**src/rtl/cyc_ctrl_pkg.sv**
```systemverilog
// Shared types and constants for the rk16 instruction-cycle controller.
package cyc_ctrl_pkg;

  localparam int unsigned XLEN_DEF = 16;
  localparam int unsigned ILEN_DEF = 32;
  localparam int unsigned NSTG     = 4;

  localparam int unsigned STG_IF = 0;
  localparam int unsigned STG_RD = 1;
  localparam int unsigned STG_EX = 2;
  localparam int unsigned STG_WB = 3;

  typedef enum logic [1:0] {
    SYNC   = 2'd0,
    RUN    = 2'd1,
    HALTED = 2'd2,
    STEP   = 2'd3
  } state_t;

  // True when at most one bit of the stage vector is set.
  function automatic logic onehot0(input logic [NSTG-1:0] v);
    return (v & (v - NSTG'(1))) == '0;
  endfunction

endpackage

```
**src/rtl/cyc_ctrl_stg_chk.sv**
```systemverilog
// Stage-bus integrity check: flags a multi-hot stage vector or a strobe
// that does not match the current stage.
module stg_chk
  import cyc_ctrl_pkg::*;
(
  input  logic [NSTG-1:0] stage,
  input  logic [NSTG-1:0] stg_clk,
  output logic            multi_hot,
  output logic            err_now
);

  always_comb begin
    multi_hot = !onehot0(stage);
    err_now   = multi_hot || ((stg_clk != '0) && (stg_clk != stage));
  end

endmodule

```
**src/rtl/cyc_ctrl.sv**
```systemverilog
// Instruction-cycle controller: owns PC/IR and gates memory/register strobes
// by run state. Optional single-step support under CYC_CTRL_STEP_EN.
module cyc_ctrl
  import cyc_ctrl_pkg::*;
#(
  parameter int unsigned     XLEN     = XLEN_DEF,
  parameter int unsigned     ILEN     = ILEN_DEF,
  parameter logic [XLEN-1:0] RESET_PC = '0
) (
  input  logic            clk,
  input  logic            rst,
  input  logic [NSTG-1:0] stage,
  input  logic [NSTG-1:0] stg_clk,
  input  logic [ILEN-1:0] imem_rdata,
  input  logic            is_load,
  input  logic            is_store,
  input  logic            writes_rd,
  input  logic            is_jump,
  input  logic [XLEN-1:0] jump_tgt,
  input  logic            is_halt,
  input  logic            halt_req,
  input  logic            run_req,
`ifdef CYC_CTRL_STEP_EN
  input  logic            step_req,
`endif
  output logic [XLEN-1:0] imem_addr,
  output logic [ILEN-1:0] ir,
  output logic            dmem_re,
  output logic            dmem_we,
  output logic            rf_we,
  output logic            halted,
  output logic            stage_err
);

  state_t          state, state_nxt;
  logic [XLEN-1:0] pc;
  logic            multi_hot, err_now, boundary, active;

  stg_chk u_stg_chk (
    .stage     (stage),
    .stg_clk   (stg_clk),
    .multi_hot (multi_hot),
    .err_now   (err_now)
  );

  assign boundary  = (stage == NSTG'(1)) && (stg_clk == '0);
  assign active    = (state == RUN) || (state == STEP);
  assign imem_addr = pc;

  // Next-state: a zero stage bus means the generator was re-reset.
  always_comb begin
    state_nxt = state;
    if (stage == '0) begin
      state_nxt = SYNC;
    end else begin
      case (state)
        SYNC: if (boundary) state_nxt = RUN;
        RUN: begin
          if (multi_hot)
            state_nxt = HALTED;
          else if (stg_clk[STG_WB] && (is_halt || halt_req || stage_err || err_now))
            state_nxt = HALTED;
        end
        HALTED: begin
          if (boundary) begin
            if (run_req && !halt_req)
              state_nxt = RUN;
`ifdef CYC_CTRL_STEP_EN
            else if (step_req && !run_req)
              state_nxt = STEP;
`endif
          end
        end
`ifdef CYC_CTRL_STEP_EN
        STEP: if (multi_hot || stg_clk[STG_WB]) state_nxt = HALTED;
`endif
        default: state_nxt = SYNC;
      endcase
    end
  end

  // Strobes follow the stage bus with no added latency.
  always_comb begin
    dmem_re = active && stage[STG_EX] && is_load;
    dmem_we = active && stg_clk[STG_EX] && is_store;
    rf_we   = active && stg_clk[STG_WB] && writes_rd;
    halted  = (state == HALTED);
  end

  always_ff @(posedge clk) begin
    if (rst) begin
      state     <= SYNC;
      pc        <= RESET_PC;
      ir        <= '0;
      stage_err <= 1'b0;
    end else begin
      state <= state_nxt;
      if (err_now) stage_err <= 1'b1;
      if (active && stg_clk[STG_IF]) ir <= imem_rdata;
      if (active && stg_clk[STG_WB]) pc <= is_jump ? jump_tgt : pc + XLEN'(1);
    end
  end

endmodule

```
**config.mk**
```make
export PLATFORM = sky130hd
export DESIGN_NAME = cyc_ctrl
export DESIGN_NICKNAME = d
export VERILOG_FILES = /design/src/rtl/cyc_ctrl_pkg.sv /design/src/rtl/cyc_ctrl_stg_chk.sv /design/src/rtl/cyc_ctrl.sv
export SDC_FILE = /design/constraint.sdc
export NUM_CORES = 1
export LEC_CHECK = 0
export ABC_CLOCK_PERIOD_IN_PS = 2880
export BUFFER_PORTS_ARGS = -buffer_cell sky130_fd_sc_hd__buf_2
export CORE_ASPECT_RATIO = 1.5
export CORE_MARGIN = 4
export CORE_UTILIZATION = 30
export DETAILED_ROUTE_END_ITERATION = 10
export GPL_TIMING_DRIVEN = 0
export PLACE_DENSITY = 0.56
export SYNTH_ARGS = -nofsm -noshare
export SYNTH_HDL_FRONTEND = slang
export SYNTH_SLANG_ARGS = --single-unit
```
**constraint.sdc**
```tcl
create_clock -name clk -period 2.88 [get_ports clk]
set_input_delay 0.576 -clock clk [delete_from_list [all_inputs] [get_ports clk]]
set_output_delay 0.576 -clock clk [all_outputs]
set_load 0.03 [all_outputs]
```
# Word level (Yosys, flattened, before mapping)
# Index checks and enable logic that the tools add are counted.
# word_totals
wordCells	48
ff_bits	51
in_bits	65
out_inout_bits	53
# classes
n_mux	7
n_addsub	2
n_bitwise	1
reduce_logical	25
n_eq_ne	9
# ops
operator	n
adder 16 x 1 -> 16 bit, second input constant	1
2-to-1 mux 16 bit	1
zero test 4 bit	3
logical AND 1 bit	11
2-to-1 mux 2 bit	5
case mux 2 bit (3 select lines)	1
logical OR 1 bit	5
AND 4 bit	1
equality test 2 bit, second input constant	2
equality test 4 x 1 -> 1 bit, second input constant	1
inequality test 2 x 1 -> 1 bit, second input constant	2
inequality test 4 bit	1
AND reduction 4 bit	1
nonzero test 4 bit	1
subtractor 4 x 1 -> 4 bit, second input constant	1
inequality test 3 bit, second input constant	1
equality test 2 x 1 -> 1 bit, second input constant	1
zero test 1 bit	2
zero test 2 bit	1
inequality test 2 bit, second input constant	1
OR reduction 2 bit	1

# Longest topological paths before layout
# logic_depth
ltp_word	10
depth_mapped	6
mapped_depth_nobuf	5

# Hierarchy
# A second synthesis with hierarchy kept.
# unflattened
hier_cells	314
hier_area_um2	2399.8
# by_module_without_submodules
module	seq_area_each_um2	area_per_inst_um2	cells_per_inst	n_inst
cyc_ctrl	1021.0	2327.2	304	1
stg_chk	0.0	72.6	10	1

# Worst setup path before layout
# No wires, ideal clock.
# synth_timing
kind	in2reg
start	input stg_clk[3]
end	register state[1]
stages	5
t_arrival_ns	1.620
setup_ns	0.130
path_slack_ns	1.130
cell_sequence	buf_6 > or4_4 > o31ai_1 > a211o_1 > a21oi_1
# synth_between
elab_chain_cells	7
word_cells_on_any_way	12
classes_between	eq/ne: 4; reduce/logical: 8
# synth_lines
element	line_no	source
start: declaration	cyc_ctrl.sv:13	input logic [NSTG-1:0] stg_clk,
inequality test 4 bit / nonzero test 4 bit (equally long branches)	cyc_ctrl_stg_chk.sv:14	err_now = multi_hot || ((stg_clk != '0) && (stg_clk != stage));
logical AND 1 bit	cyc_ctrl_stg_chk.sv:14	
logical OR 1 bit	cyc_ctrl_stg_chk.sv:14	
logical OR 1 bit	cyc_ctrl.sv:61	else if (stg_clk[STG_WB] && (is_halt || halt_req || stage_err || err_now))
logical AND 1 bit	cyc_ctrl.sv:61	
inequality test 3 bit (no source line)	--	
AND reduction 4 bit (no source line) (*)	--	
end signal: assignment	cyc_ctrl.sv:97	state <= state_nxt;
end: declaration	cyc_ctrl.sv:35	state_t state, state_nxt;
# Mark *: on every way between the ends. The rest lies on a longest branch, timed or not.
# A chain may end at the register's enable or synchronous reset.

# Worst setup path after layout
# layout_timing
start	register pc[0], in the netlist imem_addr[0]
end	register pc[14], in the netlist imem_addr[14]
# layout_between
elab_chain_cells	2
# layout_lines
element	line_no	source
start: declaration	cyc_ctrl.sv:36	logic [XLEN-1:0] pc;
start signal: assignment	cyc_ctrl.sv:100	if (active && stg_clk[STG_WB]) pc <= is_jump ? jump_tgt : pc + XLEN'(1);
adder 16 x 1 -> 16 bit	cyc_ctrl.sv:100	
2-to-1 mux 16 bit	cyc_ctrl.sv:100	
# Every way passes these cells.

==> out/results.ini <==
[worst_hold_path]
worst_min_delay_path_class=reg -> reg

[detailed_routing]
detailedRoute.firstPassIterationCount=4
post_drt_wl_per_cell_microns=14.8
drt-total-wl_microns=8020
avg_vias_per_cell=5.03
drc=0
num_vias=2723
drt.antenna.violating_nets=0
detailedRoute.firstIterationViolations=126

[synth]
synth_top_cells_by_count=nand2_1 (80), dfxtp_1 (51), a21oi_1 (42)
synthFlopType=dfxtp_1
synth.avg_cell_area_sq_um=7.77
synth_top_area_share_pct=42.0
yosysWarnings=0
synthDistinctLibCells=46
synth.most_common_cell=nand2_1
yosys-top-cells-area=dfxtp_1 (42%), nand2_1 (12%), a21oi_1 (8.6%)
synth.yosys.seq_area_share_pct=42.0
syn_area_sq_mm=0.00243
mappedNetlistNets=379
synth_top_cell_by_area=dfxtp_1
synth_edf_count=0
synth.ff_latch_count=51
post_synth_inst_count=313
synth-async-reset-ratio_pct=0

[layout]
drive_above_1_share_pct=31.0
multiInputGateArea_sq_mm=0.00129
fillCellCount=851
nNetsFinal=501
syn2layout_area_growth_pct=35.4
fin_area_sq_mm=0.00329
diode_count=0
area.sequential_sq_mm=0.00102
finalCoreUtilization_pct=41.4

[clock_network]
clkLatencyLatePin_ps=300
clkSinkCount=51
cts_resized=0
cts_tree=yes
clock-root-buffer=clkbuf_16
numCtsBuffers=5
buffers_from_clock_root_to_sink_at_most=2
h-tree-depth=2
cts.clk_slew.worst_paths_ps=70
cts_setup_buffers=0
ctsHoldBuffers=0

[place]
input_output_buffers=115
gp_congestion=0.809
post-dp-hpwl_microns=6150
postPlaceCellArea_sq_mm=0.00314

[floorplan]
initial_core_util_pct=30.6
placement_rows=40
die_height_microns=118
die_width_microns=81.5
design.portCount=118
fp.dieArea_sq_mm=0.00964
core_area_sq_mm=0.00796

[power]
leakagePower_uw=0.00136
vdd_ir_drop_max_mv=0.310
power_density_mw_per_mm2=440

[grt]
largest_net_degree_at_the_start_of_global_routing=19
first_global_vias=2599
grt_overflow_total=0
grt_antenna_before_repair=0
gr-usage-all-layers_pct=16.5
grt_first_pass_wirelength_microns=12600

[critical_path]
setup.worst_path.end_class=flip-flop
worst-path-buf-inv=0
cpLargestDelayFamily=simple AND/OR/NAND/NOR gates
cp_data_required_time_ps=3050
setup.worst_path.start_class=flip-flop
cp_slowest_cell=dfxtp_1
critical_path_class=reg -> reg
cp_slowest_stage_delay_ps=460
critical_path_peak_fanout=7
cp_data_arrival_time_ps=2010
path_cells=ha_1 -> nand4_1 -> nor4_1 -> mux2i_1 -> a31oi_1

[timing]
final_number_of_setup_violating_endpoints=0
worst-slew-pin-transition_ps=566
finClkSkew_ps=4.31
layout_worst_path_cycle_share_pct=63.8
slew-limit-headroom_pct=62.3
post-route-min-period_ps=1840
rsz0062_at_grt=no
drv_slew=0
totalNegativeSetupSlack_ps=0
finalHoldViolCount=0
max_clock_freq_mhz=544

[run]
drv_cap=0

[status]
outcome=complete, no violations

path summary, 6_finish.rpt:
kind                                    from       endpoint  slack [ps]  depth (start not counted)
worst max-delay path            imem_addr[0]  imem_addr[14]        1040                          5
worst min-delay path                  ir[12]         ir[12]         450                          2
worst max register to register  imem_addr[0]  imem_addr[14]        1040                          5
worst min register to register        ir[12]         ir[12]         450                          2
per-stage QoR:
stage / hold slack (ps) / setup WS, ps / power (uW) / cells
after floorplan: 538 / 1130 / 772 / 313
after global placement: 440 / 1010 / 838 / 533
after detailed placement: 445 / 1020 / 838 / 533
after CTS: 455 / 1070 / 1470 / 541
after global routing: 471 / 792 / 1500 / 541
final: 452 / 1040 / 1450 / 541
worst reg2reg max path, delay by kind of cell, from the launching register on:
kind | cells | cell delay (ps)
simple gates | 2 | 620
compound gates | 1 | 100
fa+ha+maj | 1 | 270
mux | 1 | 270
flops | 1 | 460
cell usage in the layout (no fill, tap or decap), drive strengths merged, types with 2 or more instances in the layout:
master     n
o2bb2ai    2
dfxtp     51
nor4       2
inv        5
and3       5
and4       3
o211ai     2
nand2     80
a21oi     42
o31ai      5
clkbuf    21
a2111oi    3
xnor2      4
nand4      5
o21ai     10
nor3       5
nand2b     2
o311ai     2
a31oi      5
a32oi      2
or3        4
nor2b      2
buf      122
a211oi     9
nor3b      3
nor2      12
and2       4
a41o       2
nand3      7
or4        2
mux2i      2
cell families after synthesis:
| kind of cell | count (synthesis) | synth area share (%) |
|---|---|---|
| AOI/OAI and AO/OA | 92 | 24.5 |
| xor gates and xnor gates | 4 | 1.44 |
| adders and majority gates | 1 | 0.515 |
| buffers and inverters | 26 | 4.73 |
| DFF | 51 | 42.0 |
| muxes | 2 | 0.824 |
| and+or+nand+nor | 137 | 26.0 |
layout make-up:
type                    count  share of cell area, %
inverters                   3                  0.342
multi-input cells         236                   39.4
well taps                 105                   3.99
plain buffers              23                   3.16
repair buffers            115                   17.5
clock inverters             3                  0.837
flip-flops and latches     51                   31.0
clock buffers               5                   3.80
metal layers:
layer	vias up	wire [microns]	part of all wire [%]	global-route usage, %
met4	0	106	1.3	6.34
li1	1360	-	-	-
met5	-	0	0	0
met3	6	634	7.9	3.66
met1	1247	3390	42	19.6
met2	110	3890	48	28.1
flip-flops by register name (all words and copies together), names as in the netlist:
name / flops
imem_addr: 16
ir: 32
stage_err: 1
state: 2
power by group:
part / internal [uW] / switching, uW
clock network: 332 / 294
logic: 50.2 / 62.7
registers: 706 / 1.62
(Power assumes the default switching activity.)
